<file path="config.mk">
export PLATFORM = sky130hd
export DESIGN_NAME = stream_packetizer
export DESIGN_NICKNAME = d
export VERILOG_FILES = /design/src/rtl/stream_packetizer.sv
export SDC_FILE = /design/constraint.sdc
export NUM_CORES = 1
export LEC_CHECK = 0
export BUFFER_PORTS_ARGS = -buffer_cell sky130_fd_sc_hd__buf_2
export CAP_MARGIN = 0
export CELL_PAD_IN_SITES_DETAIL_PLACEMENT = 1
export CELL_PAD_IN_SITES_GLOBAL_PLACEMENT = 1
export CORE_AREA = 2 2 85 87
export DETAILED_ROUTE_END_ITERATION = 10
export DIE_AREA = 0 0 87 89
export PLACE_DENSITY = 0.86
export SLEW_MARGIN = 30
export SYNTH_ARGS = -nofsm -noshare
export SYNTH_HDL_FRONTEND = slang
export SYNTH_SLANG_ARGS = --single-unit
</file>
<file path="constraint.sdc">
create_clock -name clk -period 4.1 [get_ports clk]
set_input_delay 0.615 -clock clk [delete_from_list [all_inputs] [get_ports clk]]
set_output_delay 0.615 -clock clk [all_outputs]
set_load 0.005 [all_outputs]
</file>
<file path="src/rtl/stream_packetizer.sv">
// Packs an upstream word stream into packets of 1..MAX_BURST payload words,
// each followed by a trailer {A5, seq, 00, count} marked with s_tlast.
module stream_packetizer #(
  parameter int DATA_WIDTH = 32,
  parameter int MAX_BURST  = 16,
  parameter int TIMEOUT    = 64
) (
  input  logic                  clk,
  input  logic                  rst,
  input  logic [DATA_WIDTH-1:0] m_tdata,
  input  logic                  m_tvalid,
  output logic                  m_tready,
  output logic [DATA_WIDTH-1:0] s_tdata,
  output logic                  s_tvalid,
  output logic                  s_tlast,
  input  logic                  s_tready
);

  localparam int IW = $clog2(TIMEOUT + 2);
  localparam logic [7:0]    MB_W = 8'(MAX_BURST);
  localparam logic [IW-1:0] TO_W = IW'(TIMEOUT);

  typedef enum logic [1:0] {IDLE, PAYLOAD, TRAILER} state_t;

  state_t                  state_q, state_d;
  logic [7:0]              cnt_q, cnt_d;
  logic [7:0]              seq_q, seq_d;
  logic [IW-1:0]           idle_q, idle_d;
  logic [DATA_WIDTH-1:0]   tdata_q, tdata_d;
  logic                    tvalid_q, tvalid_d;
  logic                    tlast_q, tlast_d;

  logic                    load_ok;
  logic                    accept;
  logic [DATA_WIDTH-1:0]   trailer;

  // The output register can take a new word when empty or draining this edge.
  assign load_ok  = !tvalid_q || s_tready;
  assign m_tready = (state_q != TRAILER) && load_ok && !rst;
  assign accept   = m_tvalid && m_tready;
  assign trailer  = {8'hA5, seq_q, 8'h00, cnt_q};

  assign s_tdata  = tdata_q;
  assign s_tvalid = tvalid_q;
  assign s_tlast  = tlast_q;

  always_comb begin
    state_d  = state_q;
    cnt_d    = cnt_q;
    seq_d    = seq_q;
    idle_d   = idle_q;
    tdata_d  = tdata_q;
    tvalid_d = tvalid_q;
    tlast_d  = tlast_q;
    if (load_ok) begin
      tvalid_d = 1'b0;
    end
    if (accept) begin
      tdata_d  = m_tdata;
      tvalid_d = 1'b1;
      tlast_d  = 1'b0;
    end
    case (state_q)
      IDLE: begin
        if (accept) begin
          cnt_d   = 8'd1;
          idle_d  = '0;
          state_d = (MAX_BURST == 1) ? TRAILER : PAYLOAD;
        end
      end
      PAYLOAD: begin
        if (accept) begin
          cnt_d  = cnt_q + 8'd1;
          idle_d = '0;
          if (cnt_q + 8'd1 == MB_W) begin
            state_d = TRAILER;
          end
        end else if (!m_tvalid && (TIMEOUT != 0)) begin
          // Only genuinely idle cycles count; backpressure stalls hold m_tvalid high.
          idle_d = idle_q + IW'(1);
          if (idle_q + IW'(1) == TO_W) begin
            state_d = TRAILER;
          end
        end
      end
      TRAILER: begin
        if (load_ok) begin
          tdata_d  = trailer;
          tvalid_d = 1'b1;
          tlast_d  = 1'b1;
          seq_d    = seq_q + 8'd1;
          cnt_d    = 8'd0;
          idle_d   = '0;
          state_d  = IDLE;
        end
      end
      default: state_d = IDLE;
    endcase
  end

  always_ff @(posedge clk) begin
    if (rst) begin
      state_q  <= IDLE;
      cnt_q    <= 8'd0;
      seq_q    <= 8'd0;
      idle_q   <= '0;
      tdata_q  <= '0;
      tvalid_q <= 1'b0;
      tlast_q  <= 1'b0;
    end else begin
      state_q  <= state_d;
      cnt_q    <= cnt_d;
      seq_q    <= seq_d;
      idle_q   <= idle_d;
      tdata_q  <= tdata_d;
      tvalid_q <= tvalid_d;
      tlast_q  <= tlast_d;
    end
  end

endmodule
</file>
### Yosys cells after proc, flatten, opt, wreduce, memory -nomap -nowiden

Cells that the tools add are included.

| word-level totals | value |
|---|---|
| register bits | 59 |
| output and inout bits | 35 |

| operators by class | value |
|---|---|
| mux-type cells | 26 |
| $add $sub $neg | 3 |
| equality and inequality tests | 11 |
| reduce and logical (&&, ||, !) cells | 12 |

Operator list:

| cell | number |
|---|---|
| $mux W32 | 3 |
| $mux W7 | 4 |
| $mux W8 | 3 |
| $pmux W8 S3 | 1 |
| $pmux W7 S3 | 1 |
| $add A8 B1 Y8 const B | 2 |
| $mux W2 | 6 |
| $ne A3 B3 Y1 const B | 3 |
| $eq A8 B5 Y1 const B | 1 |
| $ne A2 B2 Y1 const B | 4 |
| $reduce_and A4 Y1 | 2 |
| $add A7 B1 Y7 const B | 1 |
| $eq A7 B7 Y1 const B | 1 |
| $mux W1 | 7 |
| $pmux W2 S3 | 1 |
| $reduce_and A5 Y1 | 1 |
| $logic_and A1 B1 Y1 | 3 |
| $reduce_bool A3 Y1 | 1 |
| $eq A2 B1 Y1 const B | 1 |
| $eq A2 B2 Y1 const B | 1 |
| $logic_not A1 Y1 | 2 |
| $logic_not A2 Y1 | 1 |
| $reduce_and A2 Y1 | 1 |
| $logic_or A1 B1 Y1 | 1 |

### Longest topological paths before layout

Gate-level depths: netlist of the first run.

| depth | value |
|---|---|
| depth after elaboration | 8 |
| mapped depth | 8 |
| gate-level depth less buffers | 7 |

### Worst setup path after synthesis of the first run

No wires, ideal clock.

| timing | value |
|---|---|
| kind | register to register |
| start | register state_q[0] |
| end | register idle_q[1] |
| stages on the path, launching flop included | 8 |
| arrival time | 1.889 ns |
| period minus slack after synthesis | 1.957 ns |
| path slack | 2.143 ns |
| cell sequence | dfxtp_1 -> inv_1 -> ha_1 -> nor2_4 -> a32oi_4 -> a311o_4 -> or3_1 -> a21oi_2 |

| between the ends | value |
|---|---|
| word-level cells in the longest chain between the ends | 6 |
| elaborated cells between the ends (all ways) | 14 |
| classes of those cells | eq/ne (6); mux (2); reduce/logical (6) |

Ends and longest elaborated chain:

| element | RTL line | source |
|---|---|---|
| from (decl) | 25 | `state_t state_q, state_d;` |
| from (signal assigned) | 111 | `state_q <= state_d;` |
| $ne A2 B2 Y1 | 39 | `assign m_tready = (state_q != TRAILER) && load_ok && !rst;` |
| $logic_and A1 B1 Y1 (2 in a row) | 39 |  |
| $logic_and A1 B1 Y1 | 40 | `assign accept = m_tvalid && m_tready;` |
| $ne A3 B3 Y1 (no line) (tied with other cells) | -- |  |
| $reduce_and A4 Y1 (no line) or $pmux W7 S3 (tied branches) | -- |  |
| to (signal assigned) | 114 | `idle_q <= idle_d;` |
| to (decl) | 28 | `logic [IW-1:0] idle_q, idle_d;` |

Several ways; a longest one is shown, not always the timed one.
A chain may end at the register's enable or synchronous reset.

### Worst setup path in the final report of the first run

| timing | value |
|---|---|
| start | register state_q[0] |
| end | register cnt_q[6] |

| between the ends | value |
|---|---|
| word-level cells in the longest chain between the ends | 6 |
| elaborated cells between the ends (all ways) | 13 |
| classes of those cells | eq/ne (6); mux (1); reduce/logical (6) |

Ends and longest elaborated chain:

| element | RTL line | source |
|---|---|---|
| $ne A2 B2 Y1 | 39 |  |
| $logic_and A1 B1 Y1 (2 in a row) | 39 |  |
| $logic_and A1 B1 Y1 | 40 |  |
| $ne A2 B2 Y1 (no line) | -- |  |
| $reduce_and A4 Y1 (no line) | -- |  |
| to (signal assigned) | 112 | `cnt_q <= cnt_d;` |
| to (decl) | 26 | `logic [7:0] cnt_q, cnt_d;` |

Several ways; a longest one is shown, not always the timed one.

==> results.md, run 1 <==
* Area growth from synthesis to layout at 21.0%
* Highest Clock Rate at 369 MHz
* CTS H-tree depth at 3
* CP peak stage delay at 700 ps
* Worst min-delay path class: reg2reg
* Most frequent standard cell in the layout excluding fill and tap cells: sky130_fd_sc_hd__nand2_1
* Combinational family with the most area after synthesis: simple AND/OR/NAND/NOR gates
* Number of nets in the synthesized netlist at 379
* Post-CTS sizing at 0
* Buffer count from post-CTS setup fixing at 0
* Power density over the cells at 560 mW/mm^2
* Endpoint arrival time on the critical path at 2960 ps
* Max VDD drop at 0.225 mV
* Share of cell area taken by muxes after synthesis at 0.00731
* Total grt overflow at 0
* Simple-gate area share of the yosys netlist at 0.276
* CTS Buf Count at 9
* Placed wire-length estimate at 5390 um
* Summed instance area of the synthesized netlist at 0.00274 mm^2
* Setup repair after global routing missed its margin: no
* Max-slew violation count at 0
* Global-route total usage across every layer at 0.209
* Share of final-layout standard cells stronger than drive strength 1 at 0.252
* Summed negative setup slack over all endpoints at 0 ps
* Clock tree from TritonCTS: yes
* Width of the chip at 87 um
* Count of final setup violators at 0
* Number of search-and-repair iterations in the first detailed-routing pass at 4
* Area of all placed cells without fillers at 0.00331 mm^2
* Critical path capture point type: register
* Number of instances in the synthesized netlist at 336
* Leading post-synthesis cells by cell area: sky130_fd_sc_hd__dfxtp_1, sky130_fd_sc_hd__nand2_1, sky130_fd_sc_hd__a311oi_1
* Number of input and output port buffers inserted at 70
* Maximum number of pins on one net before global-route repair at 49
* Synthesis-stage register bit count at 59
* Maximum fanout encountered on the critical timing path at 30
* Die area at 0.00774 mm^2
* Critical path class: reg2reg
* Vias post-DR at 2644
* Antenna Violating Nets Remaining at 0
* Static Leakage at 1.40 nW
* First-pass GRT wire length at 12700 um
* Ys Warns at 0
* Clock net sink count at 59
* Count of non-filler cells in the finished layout at 485
* Worst Setup Start Kind: register
* Library cell occupying the most area in the post-synthesis netlist: sky130_fd_sc_hd__dfxtp_1
* Final period util at 0.662
* Hold buffer count at cts at 0
* Wire length per cell at 15.8 um
* Starting utilization of the core area at 0.408
* Ratio of routed vias to standard cells at 5.45
* Proportion of netlist area held by the largest area contributor at 0.431
* Ant diodes at 0
* Largest clock skew in the final design at 8.69 ps
* Clock network latency to the later pin of the worst-skew pair at 340 ps
* Most frequent cells in the layout: sky130_fd_sc_hd__nand2_1, sky130_fd_sc_hd__buf_2, sky130_fd_sc_hd__dfxtp_1
* Unique masters post-synth at 48
* Clock transition time at the flip-flop clock pins of the worst setup and hold paths at 60 ps
* Rows at 30
* Sequential Area at 0.00118 mm^2
* Xor and xnor area share after synthesis at 0.0192
* Crit-path cells: inv_1 -> ha_1 -> nor2_4 -> nand3_2 -> nor3_1 -> a41oi_1 -> a311oi_1
* Worst-margin pin slew at 665 ps
* Arithmetic-cell share of the synthesized area counting full adders, half adders and majority gates at 0.0320
* Final hold violations at 0
* Post-synthesis compound-gate area fraction at 0.198
* Post-Syn Area per Cell at 8.15 um^2
* Root buffer cell: sky130_fd_sc_hd__clkbuf_8
* CP max stage cell: sky130_fd_sc_hd__nor3_1
* Core ar. at 0.00672 mm^2
* # fillers at 843
* Max Cap Viol at 0
* Headroom to the max-slew limit at 0.556
* Fraction of the yosys area taken by sequential cells at 0.431
* Number of antenna violations at the first check in global routing at 0
* Wirelength, routed at 7650 um
* Initial DRC Count at 79
* NumNets Final at 443
* Required time of the critical path at 4340 ps
* Number of global-route vias before repair at 2679
* Ports at 71
* Number of buffers between clock root and the deepest sink at 2
* Outcome: finished clean
* Final weighted congestion of routability-driven global placement at 0.801
* Cell total after placement at 469
* Smallest hold slack at 455 ps
* Remaining routing DRC violations at 0
* Post-route minimum period at 2710 ps
* Die Y at 89 um
* Multi-input logic area at 0.00146 mm^2
* Placement-stage cell area at 0.00313 mm^2
## cells in the mapped netlist, drive strengths merged
library cell and instances:
nand2 81, dfxtp 59, a21oi 32, nor2 32
a311oi 18, clkbuf 13, o21ai 11, and3 9
buf 7, ha 7, or3 7, inv 5
nand3 5, nand3b 5, a31oi 4, nand2b 4
nand4 4, xor2 4, a211o 2, a211oi 2
a311o 2, a41oi 2, mux2i 2, nor3 2
or3b 2, xnor2 2, a31o 1, a32oi 1
and2 1, and4 1, and4b 1, nor2b 1
nor3b 1, nor4b 1, o211ai 1, o311a 1
or2 1, or4 1, or4b 1
## critical path: cells and delay by family, from the launching register on
family | cells | cell delay [ps]
and+or+nand+nor | 3 | 1450
AOI/OAI and AO/OA | 2 | 420
DFF | 1 | 380
adders and majority gates | 1 | 290
buffers and inverters | 1 | 80
## where the power goes
group,internal (mW),total (mW),switching [mW]
clock network,0.250,0.479,0.229
logic,0.258,0.639,0.381
registers,0.676,0.738,0.0625
total,1.18,1.86,0.672
## worst paths after layout
path / end / slack (ps) / depth (start not counted) / from
worst max-delay path: cnt_q[6] / 1390 / 7 / state_q[0]
worst min-delay path: s_tdata[9] / 460 / 2 / s_tdata[9]
worst max register to register: cnt_q[6] / 1390 / 7 / state_q[0]
worst min register to register: s_tdata[9] / 460 / 2 / s_tdata[9]
## area by class of cell
cell class,count,area share
clock inverters,4,0.00755
flip-flops and latches,59,0.356
repair buffers,73,0.113
clock buffers,12,0.0468
well taps,80,0.0302
multi-input cells,252,0.441
inverters,5,0.00566
## logic make-up (layout without fill, tap and decap cells)
| kind of cell | after synthesis | in the layout |
|---|---|---|
| and+or+nand+nor | 160 | 160 |
| buffers and inverters | 25 | 94 |
| adders and majority gates | 7 | 7 |
| AOI/OAI and AO/OA | 77 | 77 |
| muxes | 2 | 2 |
| xor gates and xnor gates | 6 | 6 |
| DFF | 59 | 59 |
## per-layer routing
| layer | vias up | track usage | wire length, um |
|---|---|---|---|
| met1 | 1253 | 0.240 | 3380 |
| met4 | 0 | 0.0852 | 94 |
| met5 | - | 0 | 0 |
| li1 | 1319 | - | - |
| met3 | 8 | 0.0554 | 401 |
| met2 | 64 | 0.369 | 3770 |
## sequential cells by signal, indices dropped and copies added (netlist names)
name / cells
state_q: 2
s_tdata: 32
idle_q: 7
s_tvalid: 1
cnt_q: 8
s_tlast: 1
seq_q: 8
## through the flow
| stage | utilization | power [mW] | worst slack, ps |
|---|---|---|---|
| after global routing | 0.493 | 2.00 | 1070 |
| after global placement | 0.466 | 1.37 | 1530 |
| after detailed placement | 0.466 | 1.40 | 1430 |
| after CTS | 0.493 | 1.88 | 1360 |
| after floorplan | - | 1.17 | 2140 |
| final | 0.493 | 1.86 | 1390 |
Note: power is estimated with default switching activity, not from simulation.
==> run 2, diff against run 1 <==
CORE_AREA = 2 2 88 90   (was 2 2 85 87)
DIE_AREA = 0 0 90 92   (was 0 0 87 89)
PLACE_DENSITY = 0.81   (was 0.86)
clock period = 2.6 ns   (was 4.1 ns; I/O delays follow)
==> run 2 against run 1 <==
  * Sequential power increased by 59%
  * Sequential share of layout area fell by 0.45 points
  * Clock skew down 2.2 ps
  * Utilization decreased by 4.3 points
  * Via count decreased by 1.2%
  * Cell area is 1.3% higher
  * Cell count increased by 4.9%
  * Non-clock buffer count grew 3
  * Setup slack worse by 980 ps
  * Critical endpoint is now cnt_q[0]
  * Fmax rose by 23%
==> results.md, run 2 (synthesized netlist as in run 1, its figures left out) <==
* CTS H-tree depth at 3
* Crit-path cells: inv_1 -> ha_1 -> nor2_4 -> nand3_2 -> a211o_2 -> or3_1 -> a21oi_1
* Worst min-delay path class: in2reg
* Ports at 71
* Worst R2R Setup Slack at 400 ps
* Width of the chip at 90 um
* Clock net sink count at 59
* Maximum fanout encountered on the critical timing path at 13
* Ratio of routed vias to standard cells at 5.13
* Most frequent cells in the layout: sky130_fd_sc_hd__nand2_1, sky130_fd_sc_hd__buf_2, sky130_fd_sc_hd__dfxtp_1
* Flip-flop count of the largest register after layout at 32
* Total grt overflow at 0
* Die area at 0.00828 mm^2
* Internal Dissipation at 1.86 mW
* Starting utilization of the core area at 0.368
* Outcome: finished clean
* Global-route met1 utilization at 0.233
* Final period util at 0.845
* CP peak stage delay at 480 ps
* Initial DRC Count at 115
* Final hold violations at 0
* Vias post-DR at 2612
* Sequential fraction of design power at 0.401
* Maximum number of pins on one net before global-route repair at 49
* Area growth from synthesis to layout at 22.5%
* Buffer count from post-CTS setup fixing at 0
* Most frequent standard cell in the layout excluding fill and tap cells: sky130_fd_sc_hd__nand2_1
* CP max stage cell: sky130_fd_sc_hd__a211o_2
* Critical path class: reg2reg
* Max VDD drop at 0.460 mV
* Final weighted congestion of routability-driven global placement at 0.798
* Switch Pwr at 1.05 mW
* Power density over the cells at 868 mW/mm^2
* Switching part of the total at 0.362
* Post-route minimum period at 2200 ps
* Ant diodes at 0
* Worst-margin pin slew at 611 ps
* Post-CTS sizing at 0
* R2r worst-path depth at 7
* Met3 usage in global routing at 0.0608
* Number of buffers between clock root and the deepest sink at 2
* Clock tree from TritonCTS: yes
* Max-slew violation count at 0
* Summed negative setup slack over all endpoints at 0 ps
* Remaining routing DRC violations at 0
* Max Cap Viol at 0
* Most utilized layer in the global route result: met2
* Cell count of the worst hold path at 3
* Highest Clock Rate at 455 MHz
* Core ar. at 0.00745 mm^2
* Rows at 32
* Crit Reg-Reg Startpoint: state_q[0]
* Setup repair after global routing missed its margin: no
* Clock Power Share at 0.244
* Number of global-route vias before repair at 2669
* Clock network latency to the later pin of the worst-skew pair at 340 ps
* Count of final setup violators at 0
* Area of all placed cells without fillers at 0.00336 mm^2
* Global-route total usage across every layer at 0.191
* NumNets Final at 446
* Destination of the worst register-to-register timing path: cnt_q[0]
* Placement-stage cell area at 0.00320 mm^2
* Share of power burned in combinational logic at 0.355
* Number of search-and-repair iterations in the first detailed-routing pass at 4
* Headroom to the max-slew limit at 0.593
* Clock transition time at the flip-flop clock pins of the worst setup and hold paths at 70 ps
* Number of input and output port buffers inserted at 70
* Die Y at 92 um
* Setup WS post-layout at 403 ps
* Endpoint arrival time on the critical path at 2470 ps
* Worst setup slack before clock tree synthesis at 428 ps
* Antenna Violating Nets Remaining at 0
* Largest clock skew in the final design at 6.48 ps
* Hold buffer count at cts at 0
* Static Leakage at 1.42 nW
* Min-delay src: m_tdata[27]
* Required time of the critical path at 2870 ps
* CTS Buf Count at 9
* Min-Delay Endpoint: s_tdata[27]
* Share of final-layout standard cells stronger than drive strength 1 at 0.253
* Routing usage on met2 at 0.320
* First-pass GRT wire length at 12900 um
* Placed wire-length estimate at 5220 um
* Wire length per cell at 14.6 um
* Worst Setup Start Kind: register
* Wirelength, routed at 7450 um
* Number of antenna violations at the first check in global routing at 0
* Critical path capture point type: register
* Root buffer cell: sky130_fd_sc_hd__clkbuf_8
-- run 2: cell types whose count changed in the layout (fill, tap and decap cells not counted) --
cell,before,now
sky130_fd_sc_hd__clkinv_2,2,3
sky130_fd_sc_hd__clkbuf_8,11,10
sky130_fd_sc_hd__buf_12,0,1
sky130_fd_sc_hd__clkinvlp_4,2,0
sky130_fd_sc_hd__clkbuf_1,1,2
sky130_fd_sc_hd__buf_4,3,5
-- run 2: worst max-delay path by stage --
stage                from   endpoint  depth (start not counted)  slack, ps
3_5_place_dp   state_q[0]   cnt_q[0]                          7        430
6_report       state_q[0]   cnt_q[0]                          7        400
5_1_grt        state_q[0]   cnt_q[0]                          7        230
4_1_cts        state_q[0]   cnt_q[0]                          7        400
3_3_place_gp   state_q[0]   cnt_q[0]                          7        500
2_1_floorplan  state_q[0]  idle_q[1]                          7        640
-- run 2: critical path: cells and delay by family (launching register included) --
family | cells | cell delay (ps)
buffers and inverters | 1 | 80
adders and majority gates | 1 | 300
AOI/OAI and AO/OA | 2 | 620
DFF | 1 | 380
and+or+nand+nor | 3 | 750
-- run 2: cell type report --
class	instances	area, um^2
tap	102	128
fill	965	4090
multi-input combinational	252	1460
sequential	59	1180
timing repair buffer	76	408
clock buffer	12	145
clock inverter	3	15.0
inverter	5	18.8
-- run 2: per-stage QoR --
step / hold slack (ps) / util / power (mW) / instances
after global routing: 281 / 0.451 / 3.14 / 509
after floorplan: 453 / - / 1.85 / 336
after detailed placement: 451 / 0.429 / 2.23 / 494
final: 289 / 0.451 / 2.91 / 509
after global placement: 440 / 0.429 / 2.19 / 494
after CTS: 274 / 0.451 / 2.95 / 509
-- run 2: routing by layer --
layer	part of all wire	wire, um
met2	0.48	3580
met3	0.047	353
met4	0.014	106
met1	0.46	3410
met5	0	0
-- run 2: power groups by stage --
stage / Clock, mW / Combinational (mW) / Sequential (mW)
floorplan: 0 / 0.666 / 1.18
detailed placement: 0 / 1.04 / 1.18
global route: 0.778 / 1.17 / 1.19
CTS: 0.735 / 1.05 / 1.17
global placement: 0 / 1.00 / 1.18
finish: 0.712 / 1.03 / 1.17
==> run 3, diff against run 2 <==
CORE_AREA = 2 2 93 95   (was 2 2 88 90)
DIE_AREA = 0 0 95 97   (was 0 0 90 92)
PLACE_DENSITY = 0.77   (was 0.81)
clock period = 1.85 ns   (was 2.6 ns; I/O delays follow)
==> run 3 against run 2 <==
  * The flow now finishes with violations (negative setup slack)
  * Global-route usage shrank 0.10 points
  * Sequential share of layout area shrank 3.3 points
  * Non-clock buffer count grew 25
  * Sequential cell count is the same
  * Setup slack lost 440 ps
  * Critical endpoint is now idle_q[2]
  * First-iteration DRC count shrank 26%
  * Count of clock-buffer cells in the layout shrank 1
  * Critical path depth is the same
  * Total power grew 67%
  * Via count grew 6.4%
  * Utilization grew 0.55 points
  * Cell area grew 11%
==> results.md, run 3 (synthesized netlist as in run 1, its figures left out) <==
* Utilization of the core after routing at 0.456
* Number of search-and-repair iterations in the first detailed-routing pass at 4
* CTS Buf Count at 9
* Number of buffers between clock root and the deepest sink at 2
* Count of non-filler cells in the finished layout at 537
* Maximum fanout encountered on the critical timing path at 5
* Setup WS post-layout at -33.5 ps
* Post-route minimum period at 1880 ps
* Met3 usage in global routing at 0.0343
* Placed wire-length estimate at 5750 um
* Flip-flop count of the largest register after layout at 32
* Highest Clock Rate at 531 MHz
* Critical path capture point type: register
* Most frequent cells in the layout: sky130_fd_sc_hd__nand2_1, sky130_fd_sc_hd__buf_2, sky130_fd_sc_hd__dfxtp_1
* Power density over the cells at 1310 mW/mm^2
* Clock tree from TritonCTS: yes
* Wire length per cell at 15.9 um
* Max VDD drop at 0.470 mV
* Number of global-route vias before repair at 2860
* Sequential fraction of design power at 0.340
* Core ar. at 0.00813 mm^2
* Placement-stage cell area at 0.00335 mm^2
* Antenna Violating Nets Remaining at 0
* Final hold violations at 0
* R2r worst-path depth at 7
* Overall power after layout at 4.88 mW
* Clock net sink count at 59
* Die area at 0.00922 mm^2
* Max Cap Viol at 0
* Initial DRC Count at 85
* Final weighted congestion of routability-driven global placement at 0.789
* Largest clock skew in the final design at 14.3 ps
* Root buffer cell: sky130_fd_sc_hd__clkbuf_8
* Crit. Startpoint: state_q[0]
* Ratio of routed vias to standard cells at 5.18
* Summed negative setup slack over all endpoints at -79.2 ps
* Clock Power Share at 0.273
* Switch Pwr at 1.72 mW
* Vias post-DR at 2779
* Global-route total usage across every layer at 0.190
* Die Y at 97 um
* Routing usage on met2 at 0.313
* Switching part of the total at 0.354
* Final period util at 1.02
* Crit Reg-Reg Startpoint: state_q[0]
* Hold buffer count at cts at 0
* Smallest hold slack at 171 ps
* Ports at 71
* Global-route met1 utilization at 0.240
* Most utilized layer in the global route result: met2
* Setup repair after global routing missed its margin: yes
* Endpoint arrival time on the critical path at 2150 ps
* Worst min-delay path class: in2reg
* Ant diodes at 0
* Clock transition time at the flip-flop clock pins of the worst setup and hold paths at 70 ps
* Cell count of the worst hold path at 3
* Critical path class: reg2reg
* Number of antenna violations at the first check in global routing at 0
* Total grt overflow at 0
* Area growth from synthesis to layout at 35.5%
* Clock network latency to the later pin of the worst-skew pair at 340 ps
* Static Leakage at 1.57 nW
* Cell total after placement at 518
* Worst-margin pin slew at 541 ps
* NumNets Final at 471
* Share of power burned in combinational logic at 0.387
* Share of final-layout standard cells stronger than drive strength 1 at 0.338
* Count of final setup violators at 4
* Width of the chip at 95 um
* Starting utilization of the core area at 0.337
* Required time of the critical path at 2120 ps
* Remaining routing DRC violations at 0
* Min-delay src: m_tdata[14]
* Max-slew violation count at 0
* Headroom to the max-slew limit at 0.639
* Worst Setup Start Kind: register
* CTS H-tree depth at 3
* Rows at 33
* Number of input and output port buffers inserted at 70
* Most frequent standard cell in the layout excluding fill and tap cells: sky130_fd_sc_hd__nand2_1
* Outcome: finished, violations left
* First-pass GRT wire length at 13900 um
* Maximum number of pins on one net before global-route repair at 49
* Worst setup slack before clock tree synthesis at -123 ps
* Wirelength, routed at 8560 um
* Violated checks: negative setup slack
* Internal Dissipation at 3.15 mW
* Area of all placed cells without fillers at 0.00371 mm^2
-- run 3: path summary, 6_finish.rpt --
path | slack, ps | to
hold reg to reg | 460 | s_tdata[12]
setup / recovery | -30 | idle_q[2]
setup reg to reg | -30 | idle_q[2]
hold / removal | 170 | s_tdata[14]
-- run 3: what timing repair did --
| item | in CTS | in global routing |
|---|---|---|
| pin swaps | 12 | 7 |
| endpoints found under the setup margin | 8 | 19 |
| buffers inserted | 3 | 1 |
| gates resized for setup | 14 | 15 |
-- run 3: power by group through the flow --
| stage | Combinational, mW | Sequential (mW) | Clock, mW |
|---|---|---|---|
| 4_1_cts | 1.82 | 1.66 | 1.35 |
| 6_report | 1.89 | 1.66 | 1.33 |
| 3_3_place_gp | 1.60 | 1.66 | 0 |
| 5_1_grt | 2.07 | 1.69 | 1.40 |
| 2_1_floorplan | 0.937 | 1.66 | 0 |
| 3_5_place_dp | 1.66 | 1.67 | 0 |
-- run 3: per-layer routing --
metal  up-vias  part of all wire
met3        13             0.034
met5         -                 0
met1      1351              0.45
met2        49              0.50
met4         0             0.017
li1       1366                 -
-- run 3: layout make-up --
cell class / count / area, um^2
multi-input cells: 252 / 1550
repair buffers: 101 / 611
well taps: 105 / 131
fillers: 983 / 4420
clock inverters: 4 / 75.1
clock buffers: 11 / 141
flip-flops and latches: 59 / 1180
inverters: 5 / 18.8
-- run 3: worst max-delay path, cell delays in order (launching register included) --
cell and delay (ps):
sky130_fd_sc_hd__dfxtp_2 350, sky130_fd_sc_hd__buf_6 110, sky130_fd_sc_hd__buf_6 100, sky130_fd_sc_hd__ha_4 140, sky130_fd_sc_hd__nand2b_4 60, sky130_fd_sc_hd__or4b_4 520
sky130_fd_sc_hd__or3b_1 410, sky130_fd_sc_hd__a21oi_2 120
